File: config.mk
export PLATFORM = sky130hd
export DESIGN_NAME = periph_timer
export DESIGN_NICKNAME = d
export VERILOG_FILES = /design/src/rtl/periph_timer.sv
export SDC_FILE = /design/constraint.sdc
export NUM_CORES = 1
export LEC_CHECK = 0
export ABC_AREA = 1
export CELL_PAD_IN_SITES_DETAIL_PLACEMENT = 0
export CELL_PAD_IN_SITES_GLOBAL_PLACEMENT = 2
export CORE_UTILIZATION = 30
export DETAILED_ROUTE_END_ITERATION = 8
export MAX_ROUTING_LAYER = met4
export PLACE_DENSITY = 0.87
export SLEW_MARGIN = 20
export SYNTH_ARGS = -nofsm -noshare
export SYNTH_HDL_FRONTEND = slang
export SYNTH_SLANG_ARGS = --single-unit
File: constraint.sdc
create_clock -name clk -period 2.2 [get_ports clk]
set_input_delay 0.33 -clock clk [delete_from_list [all_inputs] [get_ports clk]]
set_output_delay 0.33 -clock clk [all_outputs]
set_load 0.02 [all_outputs]
File: src/rtl/periph_timer.sv
// Memory-mapped timer/LED/switch/7-seg/tick peripheral at 0x40000000
// for the single-cycle MIPS data bus; combinational reads, clocked writes.
module periph_timer (
    input  logic        clk,
    input  logic        reset,
    input  logic [31:0] addr,
    input  logic        rd,
    input  logic        wr,
    input  logic [31:0] wdata,
    output logic [31:0] rdata,
    output logic        irq,
    input  logic [7:0]  switch,
    output logic [7:0]  led,
    output logic [11:0] digi
);

    typedef enum logic [2:0] {
        R_TH   = 3'd0,
        R_TL   = 3'd1,
        R_TCON = 3'd2,
        R_LED  = 3'd3,
        R_SW   = 3'd4,
        R_DIGI = 3'd5,
        R_TICK = 3'd6,
        R_RSVD = 3'd7
    } reg_e;

    localparam logic [26:0] BASE_HI = 27'h2000000;

    logic [31:0] th_q, th_d;
    logic [31:0] tl_q, tl_d;
    logic [2:0]  tcon_q, tcon_d;
    logic [7:0]  led_q, led_d;
    logic [11:0] digi_q, digi_d;
    logic [31:0] tick_q;

    logic sel;
    logic we;
    logic ovf;
    reg_e idx;

    assign sel = (addr[31:5] == BASE_HI);
    assign idx = reg_e'(addr[4:2]);
    assign we  = wr & sel;
    assign ovf = tcon_q[0] & (tl_q == 32'hFFFF_FFFF);

    always_comb begin
        rdata = '0;
        if (rd && sel) begin
            unique case (idx)
                R_TH:   rdata = th_q;
                R_TL:   rdata = tl_q;
                R_TCON: rdata = {29'd0, tcon_q};
                R_LED:  rdata = {24'd0, led_q};
                R_SW:   rdata = {24'd0, switch};
                R_DIGI: rdata = {20'd0, digi_q};
                R_TICK: rdata = tick_q;
                R_RSVD: rdata = '0;
            endcase
        end
    end

    // Reload always takes the pre-write TH; a TL write beats the count.
    always_comb begin
        th_d   = th_q;
        tl_d   = tl_q;
        tcon_d = tcon_q;
        led_d  = led_q;
        digi_d = digi_q;
        if (tcon_q[0]) begin
            tl_d = ovf ? th_q : tl_q + 32'd1;
        end
        if (we) begin
            unique case (idx)
                R_TH:   th_d   = wdata;
                R_TL:   tl_d   = wdata;
                R_TCON: tcon_d = wdata[2:0];
                R_LED:  led_d  = wdata[7:0];
                R_DIGI: digi_d = wdata[11:0];
                R_SW, R_TICK, R_RSVD: ;
            endcase
        end
        // Overflow status wins over a same-cycle TCON write.
        if (ovf && tcon_q[1]) begin
            tcon_d[2] = 1'b1;
        end
    end

    always_ff @(posedge clk or negedge reset) begin
        if (!reset) begin
            th_q   <= '0;
            tl_q   <= '0;
            tcon_q <= '0;
            led_q  <= '0;
            digi_q <= '0;
            tick_q <= '0;
        end else begin
            th_q   <= th_d;
            tl_q   <= tl_d;
            tcon_q <= tcon_d;
            led_q  <= led_d;
            digi_q <= digi_d;
            tick_q <= tick_q + 32'd1;
        end
    end

    assign irq  = tcon_q[1] & tcon_q[2];
    assign led  = led_q;
    assign digi = digi_q;

endmodule

==> impl_metrics.tcl, run 1 <==
set metrics [dict create \
    setup_viol 0 \
    ys_warn_count 0 \
    pwr_density_cell_nw_per_um2 512 \
    required_ns 1.87 \
    p_seq_share_pct 39.4 \
    grt_first_pass_wirelength_um 48300 \
    end_kind "output port" \
    worst_ep_arrival_time_ns 1.77 \
    p_int_mw 4.18 \
    path_max_fanout 4 \
    first_pass_iters 7 \
    cts_buffers 17 \
    syn_inst 1174 \
    grt_overflow 0 \
    fin_area_um2 10800 \
    final_common_cell "nand2_1" \
    swShare_pct 24.8 \
    synth_area_per_cell_um2 6.66 \
    initial_core_util_pct 30.8 \
    dpl.hpwl_um 22600 \
    hp-class "primary input to async pin" \
    postLayoutCoreUtil_pct 42.7 \
    crit_top_cell "buf_4" \
    multi_input_area_um2 4280 \
    diodes 0 \
    pwr-share-comb_pct 6.6 \
    dp_cells 1653 \
    drcViolationCount 0 \
    drive_gt1_share_pct 14.2 \
    cts.sinks 119 \
    dieArea_um2 26700 \
    ios 129 \
    grtUsageTotal_pct 25.0 \
    root_buffer "clkbuf_16" \
    drtAntennaViolNets 0 \
    grt_pass1_vias 8055 \
    antenna_found_initial 0 \
    synth_nets 1252 \
    cts_tree "built" \
    rsz0062_at_grt "false" \
    fillers 2738 \
    place_worst_setup_slack_ns -0.630 \
    synthArstFlopShare_pct 100 \
    dominantRegCellSynth "dfrtp_1" \
    rrSetupSlack_ns 0.13 \
    cp-start-kind "primary input" \
    synth_cell_types 40 \
    cts_buffer_depth 2 \
    skew_ns 0.0156 \
    finalPower_mw 5.55 \
    p_clk_share_pct 54.0 \
    port-buffer-count 126 \
    maxSlewHeadroom_pct 61.2 \
    cap_violations 0 \
    worst_pin_slew_ns 0.577 \
    seqCellArea_um2 2980 \
    die_x_um 163 \
    rows 58 \
    synth-edff-count 0 \
    wl_per_cell_um 18.3 \
    grt_start_max_net_pins 46 \
    critPathMaxStageDelay_ns 0.23 \
    areaGrowthSynthToFinish_pct 38.7 \
    crit_slowest_cell "clkdlybuf4s15_1" \
    cp.buffers_inverters 6 \
    gp_congestion 0.949 \
    nets 1434 \
    cp_cell_sequence "clkdlybuf4s15_1, nor2_2, inv_2, nor2_4, clkinvlp_4, buf_12, buf_4, o22ai_2, a21oi_1, nor2_1, buf_4" \
    hold_viol 0 \
    final_max_slew_viol_count 0 \
    core_um2 25400 \
    whs_ns 0.437 \
    layout_common_cells "nand2_1 (377), nor2_1 (149), inv_1 (137)" \
    critPathKind "primary input to output port" \
    drt-vias-per-instance 4.96 \
    p_switching_mw 1.38 \
    drt_wl_total_um 31100 \
    cp_top_family "buffers and inverters" \
    synth_seq_cells 119 \
    synth_seq_area_share_pct 38.1 \
    stdcell_count 1699 \
    synth_area_um2 7810 \
    ir_drop_v 0.000448 \
    clk_latency_ns 0.44 \
    htreeDepth 4 \
    power_leakage_nw 5.73 \
    fmax_mhz 476 \
    outcome "complete, no violations" \
    post-route-period-util_pct 95.5 \
    layout_setup_ws_ns 0.0985 \
    place_area_um2 9980 \
    die-height_um 163 \
    layout_min_cycle_time_ns 2.10 \
    clkTransAtPathRegs_ns 0.06 \
    drt_iter0_drc 869 \
    num_vias 8434 \
    tns_ns 0 \
]
[power groups by stage]
stage	logic, mW	registers [mW]	clock network, mW
final	0.365	2.19	3.00
after global routing	0.397	2.19	3.13
after CTS	0.368	2.19	3.04
after detailed placement	0.353	2.23	0
after global placement	0.352	2.23	0
after floorplan	0.0724	2.23	0
[Yosys cell counts, types with 3 or more instances]
| cell type | number | area share (%) |
|---|---|---|
| o21ai_1 | 22 | 1.4 |
| buf_2 | 15 | 0.96 |
| nand3_1 | 72 | 4.6 |
| nand2_1 | 379 | 18 |
| dfrtp_1 | 119 | 38 |
| nor3b_1 | 4 | 0.38 |
| a41oi_1 | 5 | 0.56 |
| nand3b_1 | 12 | 1.2 |
| a221oi_1 | 14 | 1.6 |
| nor2_1 | 157 | 7.5 |
| clkbuf_1 | 25 | 1.2 |
| a211oi_1 | 4 | 0.38 |
| o22ai_1 | 7 | 0.56 |
| a21oi_1 | 45 | 2.9 |
| xor2_1 | 27 | 3.0 |
| nand4_1 | 40 | 3.2 |
| o21ai_0 | 18 | 1.2 |
| o21bai_1 | 3 | 0.29 |
| inv_1 | 141 | 6.8 |
| o211ai_1 | 4 | 0.38 |
| xnor2_1 | 9 | 1.0 |
| nor3_1 | 24 | 1.5 |
| nor2_2 | 5 | 0.40 |
[cell type report]
type,count,share of cell area [%]
sequential,119,27.5
tap,330,3.81
timing repair buffer,206,18.5
inverter,144,5.02
clock buffer,17,3.92
clock inverter,15,1.74
multi-input combinational,868,39.5
[layer usage]
layer	routed length [µm]	GRT usage, %	vias to the layer above
li1	-	-	4147
met1	14600	34.9	3951
met2	14100	37.9	307
met3	1920	2.82	29
met4	556	6.80	0
met5	0	-	-
[worst paths after layout]
kind,from,endpoint,cells after the start
max,addr[4],rdata[12],11
min,reset,tick_q[5],2
max reg2reg,tl_q[1],tl_q[21],9
min reg2reg,th_q[23],th_q[23],2
max in group asynchronous,reset,th_q[1],3
min in group clk,th_q[23],th_q[23],2
[registers in the layout (all words and copies together), names as in the netlist]
signal	cells
digi	12
th_q	32
tl_q	32
tcon_q	3
tick_q	32
led	8
[timing repair]
action                                  4_1_cts  5_1_grt
hold buffers                                  1        0
pin swaps                                    29       10
gates cloned                                  4        1
endpoints found under the setup margin       36       42
hold endpoints to repair                     33        0
buffers inserted                              8        0
resized for setup                           212       16
[kinds of logic (layout without fill, tap and decap cells)]
group / Yosys count / count (layout) / share of synthesized area, %
and+or+nand+nor: 705 / 707 / 38.7
buffers and inverters: 189 / 382 / 9.61
AOI/OAI and AO/OA: 123 / 123 / 9.27
DFF: 119 / 119 / 38.1
xor gates and xnor gates: 36 / 36 / 4.04
adders and majority gates: 2 / 2 / 0.320
Note: power is estimated with default switching activity, not from simulation.
==> run 2: changes to the inputs <==
Settings changed: ABC_AREA 1 to default, CORE_UTILIZATION 30 to 33, PLACE_DENSITY 0.87 to 0.86.
==> run 2 against run 1 <==
  * Worst setup slack got worse by 0.058 ns
  * Area after synthesis decreased by 11%
  * Wire length decreased by 29%
  * First-iteration DRC count decreased by 55%
  * Total power decreased by 3.6%
  * Combinational power increased by 7.1%
  * Core utilization increased by 5.1 points
  * Critical endpoint is now rdata[9]
  * Largest cell class unchanged
  * Largest power group unchanged
  * Highest routed layer unchanged
==> impl_metrics.tcl, run 2 <==
set metrics [dict create \
    core_um2 20400 \
    worst_ep_arrival_time_ns 1.83 \
    maxSlewHeadroom_pct 72.5 \
    pwr_density_cell_nw_per_um2 549 \
    final_common_cell "dfrtp_1" \
    grt_overflow 0 \
    grt_first_pass_wirelength_um 35300 \
    dieArea_um2 21600 \
    ios 129 \
    drt_wl_total_um 22100 \
    clkTransAtPathRegs_ns 0.06 \
    stdcell_count 1181 \
    htreeDepth 4 \
    dominantRegCellSynth "dfrtp_1" \
    post-route-period-util_pct 98.2 \
    final_max_slew_viol_count 0 \
    dpl.hpwl_um 16000 \
    critPathKind "primary input to output port" \
    root_buffer "clkbuf_16" \
    synth-edff-count 0 \
    required_ns 1.87 \
    postLayoutCoreUtil_pct 47.8 \
    drcViolationCount 0 \
    yosysTopAreaCellShare_pct 42.9 \
    reg_top3 "th_q x32, tick_q x32, tl_q x32" \
    synth_seq_cells 119 \
    areaGrowthSynthToFinish_pct 40.4 \
    wl_per_cell_um 18.7 \
    dp_cells 1141 \
    synth_area_um2 6950 \
    die-height_um 147 \
    grtUsageTotal_pct 21.6 \
    cts_buffers 17 \
    drt_iter0_drc 387 \
    drive_gt1_share_pct 28.0 \
    end_kind "output port" \
    synth_nets 789 \
    outcome "complete, no violations" \
    cts.sinks 119 \
    hold_viol 0 \
    clk_latency_ns 0.42 \
    finalPower_mw 5.35 \
    seqCellArea_um2 2980 \
    skew_ns 0.00962 \
    ir_drop_v 0.000484 \
    whs_ns 0.358 \
    multi_input_area_um2 3830 \
    grt_start_max_net_pins 64 \
    layout_common_cells "dfrtp_1 (117), buf_4 (71), nor2_1 (66)" \
    ys_warn_count 0 \
    netlist_top_cells_count "dfrtp_1 (119), nor2_1 (69), mux2_2 (58)" \
    cp-start-kind "primary input" \
    diodes 0 \
    synth_area_per_cell_um2 9.77 \
    setup_viol 0 \
    rows 52 \
    synth_seq_area_share_pct 42.9 \
    worst_pin_slew_ns 0.413 \
    syn_inst 711 \
    gp_congestion 0.866 \
    initial_core_util_pct 34.0 \
    drtAntennaViolNets 0 \
    first_pass_iters 5 \
    grt_pass1_vias 6451 \
    num_vias 6328 \
    nets 976 \
    layout_min_cycle_time_ns 2.16 \
    cap_violations 0 \
    cts_tree "built" \
    drt-vias-per-instance 5.36 \
    synth_most_common_cell "dfrtp_1" \
    cts_buffer_depth 2 \
    fmax_mhz 463 \
    synthArstFlopShare_pct 100 \
    hp-class "primary input to async pin" \
    antenna_found_initial 0 \
    synth_cell_types 64 \
    power_leakage_nw 4.39 \
    path_max_fanout 8 \
    synthTopCellsByArea "dfrtp_1 (43%), mux2_2 (9.4%), xnor2_1 (4.3%), nor2_1 (3.7%), nand2_1 (3.1%)" \
    die_x_um 147 \
    synth.largest_area_cell "dfrtp_1" \
    fillers 1993 \
    port-buffer-count 126 \
]
run 2: cell types whose count changed in the layout (fill, tap and decap cells not counted), moves of 12 or more:
cell     before  now
nand4_1      40   16
xnor2_1       9   34
mux2i_1       0   12
and3_1        0   15
nor3_1       22   10
nor2_1      149   66
mux2_2        0   58
nand3_1      70   26
xor2_1       27    5
inv_1       137   19
nand2_1     377   56
a22oi_1       0   22
mux2_1        0   16
o21ai_1      23    6
run 2: stage by stage:
step / setup WS (ns) / area (µm²) / TNS (ns)
after floorplan: 0.0919 / 6950 / 0
after global placement: -0.644 / 9080 / -43.89
after detailed placement: -0.651 / 9080 / -43.92
after CTS: 0.00470 / 9730 / 0
after global routing: -0.0138 / 9760 / -0.0178
final: 0.0400 / 9760 / 0
run 2: area by class of cell:
type | count | share of cell area (%)
timing repair buffer | 210 | 20.0
clock inverter | 15 | 1.62
inverter | 20 | 0.770
multi-input combinational | 530 | 39.2
clock buffer | 17 | 4.36
tap | 270 | 3.46
sequential | 119 | 30.6
run 2: critical path, stage by stage:
cell	delay, ns
dlygate4sd2_1	0.27
nor2b_1	0.15
buf_4	0.16
buf_4	0.15
a22o_1	0.24
a22oi_2	0.21
nor2_1	0.06
clkdlybuf4s15_2	0.25
run 2: repair_timing:
item | 4_1_cts | 5_1_grt
cloned | 2 | 0
hold endpoints to repair | 24 | 0
hold buffers | 1 | 0
endpoints found under the setup margin | 32 | 22
buffers inserted | 4 | 2
gates resized for setup | 191 | 19
pin swaps | 7 | 10
run 2: path summary, 6_finish.rpt:
path | from | to | slack (ns) | cells after the start
max in group asynchronous | reset | tl_q[17] | 1.10 | 3
setup reg to reg | tl_q[0] | tl_q[11] | 0.13 | 7
hold reg to reg | tick_q[31] | tick_q[31] | 0.48 | 1
setup / recovery | addr[3] | rdata[9] | 0.04 | 8
hold / removal | reset | tick_q[2] | 0.36 | 2
min in group clk | tick_q[31] | tick_q[31] | 0.48 | 1
run 2: cell families (layout without fill, tap and decap cells):
logic type	Yosys count	count (layout)	share of synthesized area, %
and+or+nand+nor	244	244	18.5
AOI/OAI and AO/OA	159	159	15.7
DFF	119	119	42.9
muxes	86	86	13.7
buffers and inverters	62	262	3.93
xor gates and xnor gates	39	39	4.92
adders and majority gates	2	2	0.360
run 2: power by group:
| group | total [mW] | leakage [nW] | internal [mW] | switching [mW] |
|---|---|---|---|---|
| sequential | 2.19 | 1.48 | 2.19 | 0.000000268 |
| clock | 2.77 | 0.282 | 1.60 | 1.17 |
| combinational | 0.391 | 2.63 | 0.194 | 0.198 |
| total | 5.35 | 4.39 | 3.99 | 1.37 |
run 2: layer usage:
metal | global-route usage (%) | wire, µm | up-vias | part of all wire [%]
li1 | - | - | 3000 | -
met3 | 3.73 | 935 | 29 | 4.2
met1 | 28.6 | 10400 | 3130 | 47
met5 | - | 0 | - | 0
met2 | 34.1 | 10400 | 169 | 47
met4 | 5.62 | 317 | 0 | 1.4
==> run 3: changes to the inputs <==
Settings changed: CORE_MARGIN from default to 2, REMOVE_ABC_BUFFERS from default to 1.
==> run 3 against run 2 <==
  * Non-clock buffer count decreased by 4
  * Clock power rose by 16%
  * Clock-buffer cell count is 2 higher
  * Clock skew grew 0.0079 ns
  * Critical path depth down 1
  * Core utilization is 0.25 points higher
  * Sequential share of layout area decreased by 0.76 points
  * Highest routed layer unchanged
==> impl_metrics.tcl, run 3 (synthesized netlist as in run 2, its figures left out) <==
set metrics [dict create \
    drt-vias-per-instance 5.29 \
    fin_area_um2 9990 \
    final_max_slew_viol_count 0 \
    fillers 1997 \
    dpl.hpwl_um 15900 \
    end_kind "output port" \
    grtUsageTotal_pct 21.4 \
    path_max_fanout 8 \
    cp.buffers_inverters 3 \
    clk_latency_ns 0.43 \
    drt_wl_total_um 22700 \
    drcViolationCount 0 \
    root_buffer "clkbuf_16" \
    reg_top3 "th_q x32, tick_q x32, tl_q x32" \
    port-buffer-count 126 \
    timing.rr.end "tl_q[1]" \
    layout_min_cycle_time_ns 2.16 \
    layout_common_cells "dfrtp_1 (119), buf_4 (76), clkdlybuf4s50_1 (64)" \
    rows 53 \
    pwr_density_cell_nw_per_um2 583 \
    gp_congestion 0.861 \
    first_pass_iters 4 \
    cts_buffer_depth 2 \
    cts_buffers 17 \
    worst_ep_arrival_time_ns 1.83 \
    critPathKind "primary input to output port" \
    reg2reg_from "tl_q[8]" \
    skew_ns 0.0175 \
    ios 129 \
    outcome "complete, no violations" \
    num_vias 6254 \
    grt_pass1_vias 6235 \
    worst_pin_slew_ns 0.569 \
    critPathMaxStageDelay_ns 0.28 \
    areaGrowthSynthToFinish_pct 43.9 \
    cp_top_family "simple AND/OR/NAND/NOR gates" \
    core_um2 20800 \
    postLayoutCoreUtil_pct 48.0 \
    grt_start_max_net_pins 46 \
    maxSlewHeadroom_pct 62.1 \
    drive_gt1_share_pct 29.4 \
    whs_ns 0.448 \
    ir_drop_v 0.000517 \
    diodes 0 \
    drt_iter0_drc 448 \
    place_area_um2 9030 \
    cap_violations 0 \
    initial_core_util_pct 33.4 \
    power_leakage_nw 4.44 \
    setup_viol 0 \
    nets 972 \
    dieArea_um2 22200 \
    grt_first_pass_wirelength_um 35200 \
    grt_overflow 0 \
    die-height_um 149 \
    crit_cells 7 \
    antenna_found_initial 0 \
    cp_cell_sequence "dlygate4sd2_1, nor4_2, and4_4, nand3_4, buf_16, nor2_1, buf_2" \
    htreeDepth 4 \
    required_ns 1.87 \
    cts.sinks 119 \
    rrSetupSlack_ns 0.15 \
    final_common_cell "dfrtp_1" \
    startpoint "addr[16]" \
    cp-start-kind "primary input" \
    die_x_um 149 \
    hold_viol 0 \
    fmax_mhz 464 \
    crit_slowest_cell "and4_4" \
    drtAntennaViolNets 0 \
    post-route-period-util_pct 98.0 \
    wl_per_cell_um 19.2 \
    clkTransAtPathRegs_ns 0.05 \
    cts_tree "built" \
    reg2reg_depth 7 \
    hp-class "primary input to async pin" \
]
-- run 3: cell count changes in the layout (fill, tap and decap cells not counted), sizes merged, moves of 2 or more --
cell,delta
dlygate4sd2,-4
clkbuf,+4
inv,-10
bufinv,+5
clkinvlp,-2
clkinv,+5
buf,-3
-- run 3: layout make-up --
cell class	instances	area, µm²	area share (%)
Multi-Input combinational cell	530	3970	39.8
Sequential cell	119	2980	29.8
Timing Repair Buffer	206	1950	19.6
Clock buffer	19	443	4.43
Tap cell	275	344	3.44
Clock inverter	13	226	2.27
Inverter	20	75.1	0.751
-- run 3: how the worst max path moves through the flow --
| stage | endpoint | slack, ns |
|---|---|---|
| finish | rdata[11] | 0.04 |
| global route | rdata[6] | -0.03 |
| CTS | rdata[3] | -0.06 |
| detailed placement | rdata[4] | -0.60 |
| global placement | rdata[7] | -0.55 |
| floorplan | th_q[0] | -0.44 |
-- run 3: layer usage --
metal | track usage [%] | vias up | wire length, µm
met5 | - | - | 0
met4 | 5.52 | 0 | 289
met3 | 4.59 | 17 | 1010
met2 | 32.5 | 173 | 10500
met1 | 29.1 | 3096 | 10900
li1 | - | 2968 | -
-- run 3: where the power goes --
part | switching, mW | internal [mW]
logic | 0.215 | 0.205
clock network | 1.06 | 2.15
registers | 0.000000258 | 2.19
total | 1.28 | 4.54
-- run 3: stage by stage --
stage | cells | TNS, ns | worst slack [ns] | power (mW)
3_5_place_dp | 1143 | -33.77 | -0.602 | 2.62
4_1_cts | 1180 | -0.114 | -0.0555 | 5.84
3_3_place_gp | 1143 | -30.35 | -0.550 | 2.63
6_report | 1182 | 0 | 0.0435 | 5.82
2_1_floorplan | 669 | -21.85 | -0.438 | 2.32
5_1_grt | 1182 | -0.411 | -0.0296 | 6.00
-- run 3: worst register-to-register path, stage by stage, from the launching register on --
cell and delay [ns]:
dfrtp_1 0.48, nand4_1 0.23, nor3_4 0.29, and4_1 0.28, buf_12 0.17, nand2_1 0.07, a311oi_1 0.32, a21o_1 0.13
-- run 3: repair_timing --
action	in CTS	in global routing
setup buffers	2	1
hold endpoints to repair	36	0
pin swaps	2	19
gates resized for setup	198	68
hold buffers	1	0
gates cloned	2	1
endpoints found under the setup margin	32	31
